**config.mk**
```make
export PLATFORM = sky130hd
export DESIGN_NAME = frv_dmem_arbiter_flat
export DESIGN_NICKNAME = d
export VERILOG_FILES = /design/src/rtl/frv_dmem_arbiter_if.sv /design/src/rtl/frv_dmem_arbiter.sv /design/src/flat_wrapper.sv
export SDC_FILE = /design/constraint.sdc
export NUM_CORES = 1
export LEC_CHECK = 0
export CAP_MARGIN = 20
export CORE_AREA = 2 2 123 125
export CTS_BUF_LIST = sky130_fd_sc_hd__clkbuf_4
export CTS_CLUSTER_SIZE = 12
export DETAILED_ROUTE_END_ITERATION = 8
export DIE_AREA = 0 0 125 127
export GPL_ROUTABILITY_DRIVEN = 0
export HOLD_SLACK_MARGIN = 0.12
export PLACE_DENSITY = 0.54
export SYNTH_ARGS = -nofsm -noshare
export SYNTH_HDL_FRONTEND = slang
export SYNTH_SLANG_ARGS = --single-unit
```
**constraint.sdc**
```tcl
create_clock -name g_clk -period 4 [get_ports g_clk]
set_clock_uncertainty 0.05 [all_clocks]
set_input_delay 1.2 -clock g_clk [delete_from_list [all_inputs] [get_ports g_clk]]
set_output_delay 1.2 -clock g_clk [all_outputs]
set_load 0.02 [all_outputs]
```
**src/rtl/frv_dmem_arbiter_if.sv**
```systemverilog
// Single data-memory port bundle: request side driven by a master,
// stall/error/read-data returned by the slave.
interface frv_dmem_arbiter_if;
  logic        cen;
  logic        wen;
  logic [3:0]  strb;
  logic [31:0] addr;
  logic [31:0] wdata;
  logic        stall;
  logic        error;
  logic [31:0] rdata;

  modport master (
    output cen, wen, strb, addr, wdata,
    input  stall, error, rdata
  );

  modport slave (
    input  cen, wen, strb, addr, wdata,
    output stall, error, rdata
  );
endinterface

```
**src/rtl/frv_dmem_arbiter.sv**
```systemverilog
// Shares one data-memory port between requester A (LSU) and requester B.
// Grants are combinational and locked across stalled transactions.
module frv_dmem_arbiter #(
  parameter bit ROUND_ROBIN = 1'b1,
  parameter int STARVE_MAX  = 4
) (
  input  logic                g_clk,
  input  logic                g_resetn,
  frv_dmem_arbiter_if.slave   a,
  frv_dmem_arbiter_if.slave   b,
  frv_dmem_arbiter_if.master  dmem
);

  typedef enum logic [1:0] {FREE, LOCK_A, LOCK_B} state_e;
  typedef enum logic {REQ_A = 1'b0, REQ_B = 1'b1} req_e;

  localparam logic [3:0] STARVE_LIM = 4'(STARVE_MAX);

  state_e     state_q, state_d;
  req_e       last_q, last_d;
  logic [3:0] starve_q, starve_d;
  logic       contend_q, contend_d;

  logic gnt_a, gnt_b;
  logic done_a, done_b;

  // NOTE: every variable written here gets a default first so no latch is inferred.
  always_comb begin
    gnt_a = 1'b0;
    gnt_b = 1'b0;
    unique case (state_q)
      LOCK_A: gnt_a = 1'b1;
      LOCK_B: gnt_b = 1'b1;
      default: begin
        if (a.cen && b.cen) begin
          if (ROUND_ROBIN) begin
            gnt_a = (last_q == REQ_B);
            gnt_b = (last_q == REQ_A);
          end else begin
            gnt_b = (starve_q == STARVE_LIM);
            gnt_a = !gnt_b;
          end
        end else begin
          gnt_a = a.cen;
          gnt_b = b.cen;
        end
      end
    endcase
  end

  // A lock whose owner drops cen is an abort, so dmem_cen follows the owner's cen.
  assign dmem.cen   = (gnt_a && a.cen) || (gnt_b && b.cen);
  assign dmem.wen   = gnt_a ? a.wen   : (gnt_b ? b.wen   : 1'b0);
  assign dmem.strb  = gnt_a ? a.strb  : (gnt_b ? b.strb  : 4'h0);
  assign dmem.addr  = gnt_a ? a.addr  : (gnt_b ? b.addr  : 32'h0);
  assign dmem.wdata = gnt_a ? a.wdata : (gnt_b ? b.wdata : 32'h0);

  assign a.stall = gnt_a ? dmem.stall : a.cen;
  assign a.error = gnt_a ? dmem.error : 1'b0;
  assign a.rdata = gnt_a ? dmem.rdata : 32'h0;
  assign b.stall = gnt_b ? dmem.stall : b.cen;
  assign b.error = gnt_b ? dmem.error : 1'b0;
  assign b.rdata = gnt_b ? dmem.rdata : 32'h0;

  assign done_a = gnt_a && a.cen && !dmem.stall;
  assign done_b = gnt_b && b.cen && !dmem.stall;

  always_comb begin
    state_d   = state_q;
    last_d    = last_q;
    starve_d  = starve_q;
    contend_d = contend_q;

    unique case (state_q)
      LOCK_A: if (!a.cen || !dmem.stall) state_d = FREE;
      LOCK_B: if (!b.cen || !dmem.stall) state_d = FREE;
      default: begin
        contend_d = a.cen && b.cen;
        if (gnt_a && dmem.stall)      state_d = LOCK_A;
        else if (gnt_b && dmem.stall) state_d = LOCK_B;
      end
    endcase

    if (done_a) last_d = REQ_A;
    if (done_b) last_d = REQ_B;

    // Starvation count only matters in fixed-priority mode.
    if (!ROUND_ROBIN) begin
      if (done_b) begin
        starve_d = 4'h0;
      end else if (done_a && ((state_q == FREE) ? b.cen : contend_q)
                   && (starve_q != STARVE_LIM)) begin
        starve_d = starve_q + 4'd1;
      end
    end else begin
      starve_d = 4'h0;
    end
  end

  // NOTE: reset is synchronous here, so it only appears inside the clocked branch.
  always_ff @(posedge g_clk) begin
    if (!g_resetn) begin
      state_q   <= FREE;
      last_q    <= REQ_B;
      starve_q  <= 4'h0;
      contend_q <= 1'b0;
    end else begin
      state_q   <= state_d;
      last_q    <= last_d;
      starve_q  <= starve_d;
      contend_q <= contend_d;
    end
  end

endmodule

```
**src/flat_wrapper.sv**
```systemverilog
// flat-port wrapper written by rule: the top's interface ports become plain ports
module frv_dmem_arbiter_flat 
#(
  parameter bit ROUND_ROBIN = 1'b1,
  parameter int STARVE_MAX  = 4
)
  (g_clk, g_resetn, a_cen, a_wen, a_strb, a_addr, a_wdata, a_stall, a_error, a_rdata, b_cen, b_wen, b_strb, b_addr, b_wdata, b_stall, b_error, b_rdata, dmem_cen, dmem_wen, dmem_strb, dmem_addr, dmem_wdata, dmem_stall, dmem_error, dmem_rdata);
  frv_dmem_arbiter_if a_i ();
  frv_dmem_arbiter_if b_i ();
  frv_dmem_arbiter_if dmem_i ();
  input  logic g_clk;
  input  logic g_resetn;
  input wire logic [$bits(a_i.cen)-1:0] a_cen;
  input wire logic [$bits(a_i.wen)-1:0] a_wen;
  input wire logic [$bits(a_i.strb)-1:0] a_strb;
  input wire logic [$bits(a_i.addr)-1:0] a_addr;
  input wire logic [$bits(a_i.wdata)-1:0] a_wdata;
  output wire logic [$bits(a_i.stall)-1:0] a_stall;
  output wire logic [$bits(a_i.error)-1:0] a_error;
  output wire logic [$bits(a_i.rdata)-1:0] a_rdata;
  input wire logic [$bits(b_i.cen)-1:0] b_cen;
  input wire logic [$bits(b_i.wen)-1:0] b_wen;
  input wire logic [$bits(b_i.strb)-1:0] b_strb;
  input wire logic [$bits(b_i.addr)-1:0] b_addr;
  input wire logic [$bits(b_i.wdata)-1:0] b_wdata;
  output wire logic [$bits(b_i.stall)-1:0] b_stall;
  output wire logic [$bits(b_i.error)-1:0] b_error;
  output wire logic [$bits(b_i.rdata)-1:0] b_rdata;
  output wire logic [$bits(dmem_i.cen)-1:0] dmem_cen;
  output wire logic [$bits(dmem_i.wen)-1:0] dmem_wen;
  output wire logic [$bits(dmem_i.strb)-1:0] dmem_strb;
  output wire logic [$bits(dmem_i.addr)-1:0] dmem_addr;
  output wire logic [$bits(dmem_i.wdata)-1:0] dmem_wdata;
  input wire logic [$bits(dmem_i.stall)-1:0] dmem_stall;
  input wire logic [$bits(dmem_i.error)-1:0] dmem_error;
  input wire logic [$bits(dmem_i.rdata)-1:0] dmem_rdata;
  assign a_i.cen = a_cen;
  assign a_i.wen = a_wen;
  assign a_i.strb = a_strb;
  assign a_i.addr = a_addr;
  assign a_i.wdata = a_wdata;
  assign a_stall = a_i.stall;
  assign a_error = a_i.error;
  assign a_rdata = a_i.rdata;
  assign b_i.cen = b_cen;
  assign b_i.wen = b_wen;
  assign b_i.strb = b_strb;
  assign b_i.addr = b_addr;
  assign b_i.wdata = b_wdata;
  assign b_stall = b_i.stall;
  assign b_error = b_i.error;
  assign b_rdata = b_i.rdata;
  assign dmem_cen = dmem_i.cen;
  assign dmem_wen = dmem_i.wen;
  assign dmem_strb = dmem_i.strb;
  assign dmem_addr = dmem_i.addr;
  assign dmem_wdata = dmem_i.wdata;
  assign dmem_i.stall = dmem_stall;
  assign dmem_i.error = dmem_error;
  assign dmem_i.rdata = dmem_rdata;
  frv_dmem_arbiter #(.ROUND_ROBIN(ROUND_ROBIN), .STARVE_MAX(STARVE_MAX)) u_core (.g_clk(g_clk), .g_resetn(g_resetn), .a(a_i), .b(b_i), .dmem(dmem_i));
endmodule
```
==> results.cfg <==
[global_route]
gr-total-overflow = 0
track_usage = 0.136
grt_first_pass_wirelength_microns = 17400
grt_start_max_net_pins = 30
antenna_found_initial = 0
grt_pass1_vias = 2836

[detailed_routing]
vias_per_cell = 4.02
route.met2.wl_microns = 6310
wl_per_cell_microns = 17.1
wirelength_microns = 11900
top_layer_used = met4
wl_met3_microns = 800
vias = 2795
ant_nets = 0
drc_errors = 0
first_pass_iters = 4
wirelength_met1_microns = 4670
first_iter_violations = 72

[clock_network]
cts.sinks = 3
cts_tree = yes
path_clk_slew_ns = 0.03
clk_path_buf_depth = 2
clock-root-buffer = clkbuf_4
clkLatencyLatePin_ns = 0.23
cts_made_buffers = 3
holdBufCountCts = 0
cts_htree_levels = 1

[die]
die_h_microns = 127
start_util = 0.103
coreArea_sq_mm = 0.0144
ioPinCount = 314
fp-row-count = 44
dieWidth_microns = 125
die_area_sq_mm = 0.0159

[logic_synthesis]
synth_area_sq_mm = 0.00149
ys_warn_count = 0
ys.flop_type = dfxtp_1
synth_top_family_by_area = compound AO/OA/AOI/OAI gates
synth_seq_cells = 3
synth_xor_area_frac = 0
synth.distinct_cells = 27
synth_edf_count = 0
synth_compound_area_frac = 0.465
synth-simple-area-share = 0.322
muxShareOfSynthArea = 0.0286
syn_inst = 198
avgSynthCellArea_sq_um = 7.51
synth_seq_area_share = 0.0404
synthAdderAreaFrac = 0.0337
synth.net_count = 378
async_reset_ff_frac = 0

[pwr]
pwr-share-clk = 0.026
p_leak_nw = 2.42
p_sw_mw = 1.14
p_seq_frac = 0.020
p_per_area_mw_per_mm2 = 455
finalPower_mw = 2.24
irDropWorstVdd_uv = 150
cellInternalPower_mw = 1.10
combPwrFrac = 0.954
netSwitchingFraction = 0.509

[placement]
dp_cells = 685
port_buffers = 313
hpwl_microns = 9690
placed_area_sq_mm = 0.00489

[job]
drv_cap = 0

[final_layout]
syn_to_final_growth_pct = 231
utilization = 0.342
fillers = 1543
final_cells = 696
layout_commonest_cell = clkdlybuf4s50_1
fin_area_sq_mm = 0.00493
drive_gt1_frac = 0.0996
num_antenna_cells = 0
fin_nets = 693
final_cell_mix = 173 x clkdlybuf4s50_1, 119 x dlygate4sd2_1, 69 x a22o_1

[setup_path]
cp-startpoint = b_cen
crit_path_start_kind = primary input
crit_chain = dlygate4sd2_1 -> nand2b_1 -> nand3_2 -> o21ai_4 -> buf_12 -> bufbuf_16 -> a22o_1 -> clkdlybuf4s15_2
cp_slowest_cell = bufbuf_16
worst_setup_path_end_kind = primary output
path_max_fanout = 14
cp.arrival_ns = 2.68
path_buf_inv = 4
r2r-start = u_core.state_q[0]$_SDFFE_PN0P_
slowest_delay_ns = 0.28
cp_data_required_time_ns = 2.75
worstSetupPathType = primary input to primary output
critPathTopFamily = buffers and inverters

[timing]
period_minus_slack_ns = 3.93
slew_viol_final = 0
max_freq_ghz = 0.254
slew_headroom = 0.753
period_share = 0.984
setup_viol = 0
setup_tns_ns = 0
finalHoldViolCount = 0
tightestPinTransition_ns = 0.369

[outcome]
outcome = finished clean

[hold_path]
hp-class = flip-flop to flip-flop
min_from = u_core.state_q[1]$_SDFFE_PN0P_
==> worst reg2reg max path, delay by kind of cell, from the launching register on <==
family          cells  cell delay, ns
buf+inv             3            0.43
fa+ha+maj           1            0.38
flops               1            0.36
compound gates      3            0.55
==> flip-flops by register name (all words and copies together) (netlist names) <==
| register | flops |
|---|---|
| u_core.last_q | 1 |
| u_core.state_q | 2 |
==> metrics by stage <==
step / setup WS [ns] / hold slack (ns)
after floorplan: 0.594 / 0.421
after global placement: -0.393 / 0.436
after detailed placement: -0.424 / 0.451
after CTS: 0.000976 / 0.456
after global routing: -0.0188 / 0.481
final: 0.0654 / 0.450
==> cells by family after synthesis <==
kind of cell	count (synthesis)
multiplexers	4
AO/OA/AOI/OAI	80
flip-flops	3
buffers and inverters	28
AND/OR/NAND/NOR	79
adder cells (fa/ha/maj)	4
==> worst paths after layout <==
kind	to	cells after the start	slack, ns
max	dmem_wdata[17]	8	0.07
min	u_core.state_q[1]$_SDFFE_PN0P_	2	0.45
max reg2reg	u_core.last_q$_SDFFE_PP1P_	7	2.11
min reg2reg	u_core.state_q[1]$_SDFFE_PN0P_	2	0.45
==> cell type report <==
class	count	area (sq um)	share of cell area
multi-input cells	167	1290	0.261
repair buffers	333	3300	0.670
flip-flops and latches	3	60.1	0.0122
inverters	5	18.8	0.00381
well taps	184	230	0.0467
clock buffers	4	30.0	0.00610
==> synthesized netlist by cell type, types with 3 or more instances <==
cell / n / area (sq um)
a22o_1: 69 / 604
and2_1: 66 / 413
buf_2: 13 / 65.1
nand2_1: 5 / 18.8
buf_6: 4 / 45.0
ha_1: 4 / 50.1
inv_1: 4 / 15.0
buf_4: 3 / 22.5
clkbuf_1: 3 / 11.3
dfxtp_1: 3 / 60.1
nand3_1: 3 / 15.0
==> repair_timing <==
| item | in CTS | in global routing |
|---|---|---|
| setup buffers | 3 | 1 |
| resized for setup | 169 | 8 |
| gates cloned | 3 | 0 |
| setup endpoints to repair | 137 | 59 |
==> power groups by stage <==
stage	Clock [mW]	Combinational, mW	Sequential [mW]
floorplan	0	1.15	0.0442
global placement	0	2.27	0.0454
detailed placement	0	2.28	0.0458
CTS	0.0612	2.17	0.0453
global route	0.0634	2.27	0.0471
finish	0.0580	2.14	0.0452
==> layer usage <==
layer,up-vias,track usage
met5,-,0
met4,0,0.0183
met3,4,0.0293
met2,141,0.260
met1,1281,0.160
li1,1369,-
(Power assumes the default switching activity.)
